<file path="src/rtl/avmm_copy_pkg.sv">
// rtl/avmm_copy_pkg.sv - shared types and constants for the Avalon-MM word copy master
package avmm_copy_pkg;

    // Copy sequencer states: one read, one wait for data, one write per word
    typedef enum logic [2:0] {
        IDLE  = 3'd0,
        RD    = 3'd1,
        RWAIT = 3'd2,
        WR    = 3'd3,
        FIN   = 3'd4
    } state_e;

    // Pointers advance by one 32-bit word per copied word
    localparam int WORD_BYTES = 4;

    // Every transfer is a full word
    localparam logic [3:0] BE_ALL = 4'hF;

endpackage

</file>
<file path="src/rtl/avmm_copy_master.sv">
// rtl/avmm_copy_master.sv - Avalon-MM master copying LEN words from SRC to DST (optional AVMM_COPY_CHECKSUM_EN)
module avmm_copy_master
    import avmm_copy_pkg::*;
#(
    parameter int ADDR_W = 32,
    parameter int LEN_W  = 16
) (
    input  logic              clk,
    input  logic              reset,
    input  logic              start,
    input  logic [ADDR_W-1:0] src_addr,
    input  logic [ADDR_W-1:0] dst_addr,
    input  logic [LEN_W-1:0]  len,
    output logic              busy,
    output logic              done,
    output logic [ADDR_W-1:0] m_address,
    output logic              m_read,
    output logic              m_write,
    output logic [3:0]        m_byteenable,
    output logic [31:0]       m_writedata,
    input  logic [31:0]       m_readdata,
    input  logic              m_readdatavalid,
    input  logic              m_waitrequest
`ifdef AVMM_COPY_CHECKSUM_EN
    ,
    output logic [31:0]       checksum
`endif
);

    // Word alignment: the two low address bits are always dropped
    localparam logic [ADDR_W-1:0] ALIGN_MASK = ~ADDR_W'(WORD_BYTES - 1);
    localparam logic [ADDR_W-1:0] STEP       = ADDR_W'(WORD_BYTES);

    state_e            state;
    logic [ADDR_W-1:0] src_ptr;
    logic [ADDR_W-1:0] dst_ptr;
    logic [LEN_W-1:0]  cnt;
    logic [31:0]       data_buf;
    logic [3:0]        be_q;

    // Copy sequencer: latch job on start, then read/wait/write each word until the count runs out
    always_ff @(posedge clk or posedge reset) begin
        if (reset) begin
            state    <= IDLE;
            src_ptr  <= '0;
            dst_ptr  <= '0;
            cnt      <= '0;
            data_buf <= '0;
            be_q     <= '0;
        end else begin
            // Byte enables read zero only while in reset; full word otherwise
            be_q <= BE_ALL;
            case (state)
                IDLE: begin
                    if (start) begin
                        src_ptr <= src_addr & ALIGN_MASK;
                        dst_ptr <= dst_addr & ALIGN_MASK;
                        cnt     <= len;
                        state   <= (len == '0) ? FIN : RD;
                    end
                end
                RD: begin
                    if (!m_waitrequest) begin
                        state <= RWAIT;
                    end
                end
                RWAIT: begin
                    // Data arriving in any other state is not ours and is dropped
                    if (m_readdatavalid) begin
                        data_buf <= m_readdata;
                        state    <= WR;
                    end
                end
                WR: begin
                    if (!m_waitrequest) begin
                        src_ptr <= src_ptr + STEP;
                        dst_ptr <= dst_ptr + STEP;
                        cnt     <= cnt - LEN_W'(1);
                        state   <= (cnt == LEN_W'(1)) ? FIN : RD;
                    end
                end
                FIN: begin
                    state <= IDLE;
                end
                default: begin
                    state <= IDLE;
                end
            endcase
        end
    end

`ifdef AVMM_COPY_CHECKSUM_EN
    // Running sum of every captured read word; restarts on each accepted job
    always_ff @(posedge clk or posedge reset) begin
        if (reset) begin
            checksum <= '0;
        end else if (state == IDLE && start) begin
            checksum <= '0;
        end else if (state == RWAIT && m_readdatavalid) begin
            checksum <= checksum + m_readdata;
        end
    end
`endif

    // Bus and status outputs decoded purely from registered state and pointers
    always_comb begin
        busy         = (state != IDLE);
        done         = (state == FIN);
        m_read       = (state == RD);
        m_write      = (state == WR);
        m_byteenable = be_q;
        m_address    = '0;
        m_writedata  = '0;
        if (state == RD) begin
            m_address = src_ptr;
        end else if (state == WR) begin
            m_address   = dst_ptr;
            m_writedata = data_buf;
        end
    end

endmodule
</file>
<file path="config.mk">
export PLATFORM = sky130hd
export DESIGN_NAME = avmm_copy_master
export DESIGN_NICKNAME = d
export VERILOG_FILES = /design/src/rtl/avmm_copy_pkg.sv /design/src/rtl/avmm_copy_master.sv
export SDC_FILE = /design/constraint.sdc
export NUM_CORES = 1
export LEC_CHECK = 0
export ABC_AREA = 1
export BUFFER_PORTS_ARGS = -buffer_cell sky130_fd_sc_hd__buf_2
export CAP_MARGIN = 20
export CORE_MARGIN = 2
export CORE_UTILIZATION = 59
export CTS_CLUSTER_SIZE = 28
export DETAILED_ROUTE_END_ITERATION = 12
export PLACE_DENSITY = 0.87
export SYNTH_ARGS = -nofsm -noshare
export SYNTH_HDL_FRONTEND = slang
export SYNTH_SLANG_ARGS = --single-unit
export TNS_END_PERCENT = 100
</file>
<file path="constraint.sdc">
create_clock -name clk -period 5.5 [get_ports clk]
set_input_delay 0.275 -clock clk [delete_from_list [all_inputs] [get_ports clk]]
set_output_delay 0.275 -clock clk [all_outputs]
set_load 0.01 [all_outputs]
</file>
# [Yosys cells after proc, flatten, opt, wreduce, memory -nomap -nowiden]
# Cells that the tools add are included.
[totals] elab_cells=45 input_bits=117 regBits=116
[op_classes] reduce_logical=7 addsub=3 eq_ne=9 mux=20
[ops] operator="2-to-1 mux 32 bit" count=8
[ops] operator="case mux 32 bit (2 select lines)" count=2
[ops] operator="adder 32 x 3 -> 32 bit (second input constant)" count=2
[ops] operator="2-to-1 mux 16 bit" count=2
[ops] operator="case mux 16 bit (2 select lines)" count=1
[ops] operator="2-to-1 mux 3 bit" count=6
[ops] operator="equality test 16 x 1 -> 1 bit (second input constant)" count=1
[ops] operator="logical NOT 16 bit" count=1
[ops] operator="subtractor 16 x 1 -> 16 bit (second input constant)" count=1
[ops] operator="case mux 3 bit (4 select lines)" count=1
[ops] operator="inequality test 2 bit (second input constant)" count=4
[ops] operator="equality test 3 x 2 -> 1 bit (second input constant)" count=2
[ops] operator="AND reduction 4 bit" count=1
[ops] operator="equality test 3 x 1 -> 1 bit (second input constant)" count=1
[ops] operator="equality test 3 bit (second input constant)" count=1
[ops] operator="logical NOT 3 bit" count=1
[ops] operator="AND reduction 3 bit" count=1
[ops] operator="nonzero test 3 bit" count=1
[ops] operator="AND reduction 2 bit" count=1
[ops] operator="nonzero test 2 bit" count=1

# [Logic depth before layout (Yosys ltp)]
[logic_depth] depth_word=4 depth_mapped=11 depth_no_buf=11

# [Worst setup path before layout]
# No wires, ideal clock.
[synth_path] path_kind="reg2out" from="register state[2]" to="output m_address[18]" slack_ps=3743 n_path_buf=1 path_stages_with_launch=7 t_required_ps=5225 t_arrival_ps=1482 cell_sequence="dfrtp_1 > inv_2 > nand2_1 > nor2_2 > inv_1 > clkbuf_1 > o21ai_0"
[synth_lines] element="from (decl)" line_no="avmm_copy_master.sv:34" text="state_e state;"
[synth_lines] element="from (signal assigned)" line_no="avmm_copy_master.sv:59" text="state <= (len == '0) ? FIN : RD;"
[synth_lines] element="from (signal assigned)" line_no="avmm_copy_master.sv:79" text="state <= (cnt == LEN_W'(1)) ? FIN : RD;"
[synth_lines] element="equality test 3 x 1 -> 1 bit"
[synth_lines] element="via m_read" line_no="avmm_copy_master.sv:17" text="output logic m_read,"
[synth_lines] element="2-to-1 mux 32 bit" line_no="avmm_copy_master.sv:114" text="if (state == RD) begin"
[synth_lines] element="to (decl)" line_no="avmm_copy_master.sv:16" text="output logic [ADDR_W-1:0] m_address,"
# The timed path passes the listed nets, and every way through them passes these cells.

# [Worst setup path after layout]
[layout_path] from="register state[1]" to="output m_address[17]"
[layout_via] elab_chain_cells=3
[layout_rtl] element="equality test 3 x 2 -> 1 bit" line_no="avmm_copy_master.sv:116" text="end else if (state == WR) begin"
[layout_rtl] element="2-to-1 mux 32 bit" line_no="avmm_copy_master.sv:116"
[layout_rtl] element="2-to-1 mux 32 bit (*)" line_no="avmm_copy_master.sv:114"
# Every way passes the cells marked *; elsewhere a longest branch is shown, timed or not.

==> impl_metrics.ini <==
[setup_path]
end_kind = output port
crit_type = reg -> out
cp_cell_sequence = inv_2 -> nor2_2 -> nand2_4 -> buf_4 -> nor2_1 -> inv_1 -> o21ai_0 -> buf_2
cpPeakStageDelay_ps = 830
worst_setup_path_start_kind = flop
arrival_ps = 2940
crit_slowest_cell = buf_4
cp.required_ps = 5220
worstPathMaxFanout = 94

[routing]
routed_wl_um = 20800
drt_first_pass_iters = 7
drc = 0
vias = 8149
wl_per_cell_um = 14.0
antenna_left = 0
drt_iter0_markers = 697
routed_via_density = 5.45

[global_route]
grt_use_total_pct = 31.0
grt_first_pass_wirelength_um = 33100
antenna_found_initial = 1
grt_max_degree = 105
overflow = 0
grt_pass1_vias = 7013

[die]
die-area_mm2 = 0.0136
ios = 189
rows = 41
die_x_um = 117
die_height_um = 117
start_util_pct = 59.8
core_mm2 = 0.0125

[cts]
clk_path_buf_depth = 2
cts_tree = built
htreeDepth = 3
ctsHoldBuffers = 0
cts_root_buf = clkbuf_16
clk_latency_ps = 370
clock-sinks = 112
cts_resized = 0
postCtsSetupRepairBufs = 0
numCtsBuffers = 9
path_clk_slew_ps = 80

[power_and_ir_drop]
power_density_mw_per_mm2 = 587
peakVddDrop_uv = 953
power.total_uw = 5100
leakage_uw = 0.00462

[sta]
fin_crit_ps = 3210
rsz0062_at_grt = no
maxSlewViolCount = 0
fmax_mhz = 311
setup_viol = 0
tightest_slew_ps = 1060
fin_skew_ps = 9.37
period_share_pct = 58.4
finalSetupTns_ps = 0
max_slew_margin_pct = 29.3
hold_violations = 0

[layout]
drive_gt1_share_pct = 16.7
final_util_pct = 69.5
area_delta_synth_final_pct = 16.2
nNetsFinal = 1437

[place]
dpl.hpwl_um = 14600
port_buffers = 182
gp_congestion = 0.945

[yosys]
async_flop_share_pct = 100
ys_seq_area_share_pct = 37.5
ys_ff_latch = 112
synth-main-ff-cell = dfrtp_1
synthDistinctLibCells = 35
synth_edf_count = 0
syn_area_mm2 = 0.00748
avgSynthCellArea_um2 = 6.38
synth_cells = 1172
ys_warn_count = 0

[run]
maxCapViolations = 0

[run_status]
outcome = finished, final reports clean

[hold_path]
hold_class = in -> async
layout make-up:
cell class              count  area, um2
well taps                 172        215
clock inverters             6       50.0
repair buffers            188        968
flip-flops and latches    112       2800
fillers                  1148       3820
multi-input cells         855       3860
inverters                 150        566
diodes                      1       2.50
clock buffers              10        229
registers in the layout, indices dropped and copies added (netlist names):
| signal | cells |
|---|---|
| data_buf | 32 |
| state | 3 |
| m_byteenable | 1 |
| dst_ptr | 30 |
| src_ptr | 30 |
| cnt | 16 |
worst max-delay path, delay by kind of cell (launching register included):
family / cells / cell delay, ps
buf+inv: 4 / 1300
compound gates: 1 / 180
flops: 1 / 430
simple gates: 3 / 590
per-stage QoR:
| step | std cells | area, um2 | hold WS [ps] | setup WS (ps) |
|---|---|---|---|---|
| after floorplan | 1173 | 7490 | 434 | 2270 |
| after global placement | 1476 | 8390 | 438 | 2800 |
| after detailed placement | 1477 | 8410 | 444 | 2760 |
| after CTS | 1493 | 8690 | 57.1 | 2360 |
| after global routing | 1494 | 8690 | 88.1 | 2130 |
| final | 1494 | 8690 | 24.2 | 2290 |
cells in the mapped netlist (2+ instances only):
cell type	instances	area, um2
nand4_1	16	100
nor3_1	22	110
xor2_1	5	43.8
o211ai_1	6	45.0
clkbuf_1	15	56.3
o21a_1	3	22.5
inv_2	6	22.5
buf_1	4	15.0
nand2_1	270	1010
o21ai_1	34	170
ha_1	4	50.1
buf_4	8	60.1
buf_2	29	145
o22ai_1	31	194
dfrtp_1	112	2800
conb_1	2	7.51
nor2_2	7	43.8
o31ai_1	2	15.0
o21ai_0	47	235
a31oi_1	2	12.5
xnor2_1	2	17.5
inv_1	144	541
nand3_1	77	385
nor2_1	241	905
a21oi_1	67	335
a22oi_1	7	52.6
power by group:
group	switching [uW]	internal (uW)	total, uW
sequential	354	1230	1580
clock	328	316	643
combinational	1930	950	2880
total	2610	2500	5100
cell usage in the layout (no fill, tap or decap), types with 4 or more instances in the layout:
master       n
xor2_1       5
inv_1      143
nor3_1      22
inv_2        6
nor2_2       6
buf_4        5
a22oi_1      7
ha_1         4
nand4_1     16
nor2_1     241
a21oi_1     67
o21ai_0     47
o22ai_1     31
o211ai_1     6
dfrtp_1    112
clkbuf_16    9
o21ai_1     34
nand2_1    269
buf_2      182
nand3_1     76
metal layers:
| metal | GRT usage (%) | up-vias | share of wire [%] |
|---|---|---|---|
| met3 | 7.42 | 41 | 9.6 |
| li1 | - | 4027 | - |
| met2 | 47.9 | 396 | 46 |
| met1 | 43.0 | 3685 | 42 |
| met4 | 10.5 | 0 | 2.4 |
| met5 | 0 | - | 0 |
logic make-up (layout without fill, tap and decap cells):
| kind of cell | Yosys count | in the layout | share of synthesized area, % |
|---|---|---|---|
| flip-flops | 112 | 112 | 37.5 |
| XOR/XNOR | 7 | 7 | 0.819 |
| adder cells (fa/ha/maj) | 4 | 4 | 0.669 |
| AND/OR/NAND/NOR | 637 | 637 | 34.7 |
| AO/OA/AOI/OAI | 204 | 204 | 15.1 |
| buffers and inverters | 206 | 354 | 11.2 |
| other | 2 | 4 | 0.100 |
path summary, 6_finish.rpt:
check	start	end	slack, ps	cells after the start
setup / recovery	state[1]	m_address[17]	2290	8
hold / removal	reset	data_buf[20]	20	2
setup reg to reg	state[1]	dst_ptr[2]	2660	9
hold reg to reg	data_buf[11]	data_buf[11]	510	2
max in group asynchronous	reset	src_ptr[26]	4260	3
min in group clk	m_readdata[29]	data_buf[29]	150	3
(Power assumes the default switching activity.)
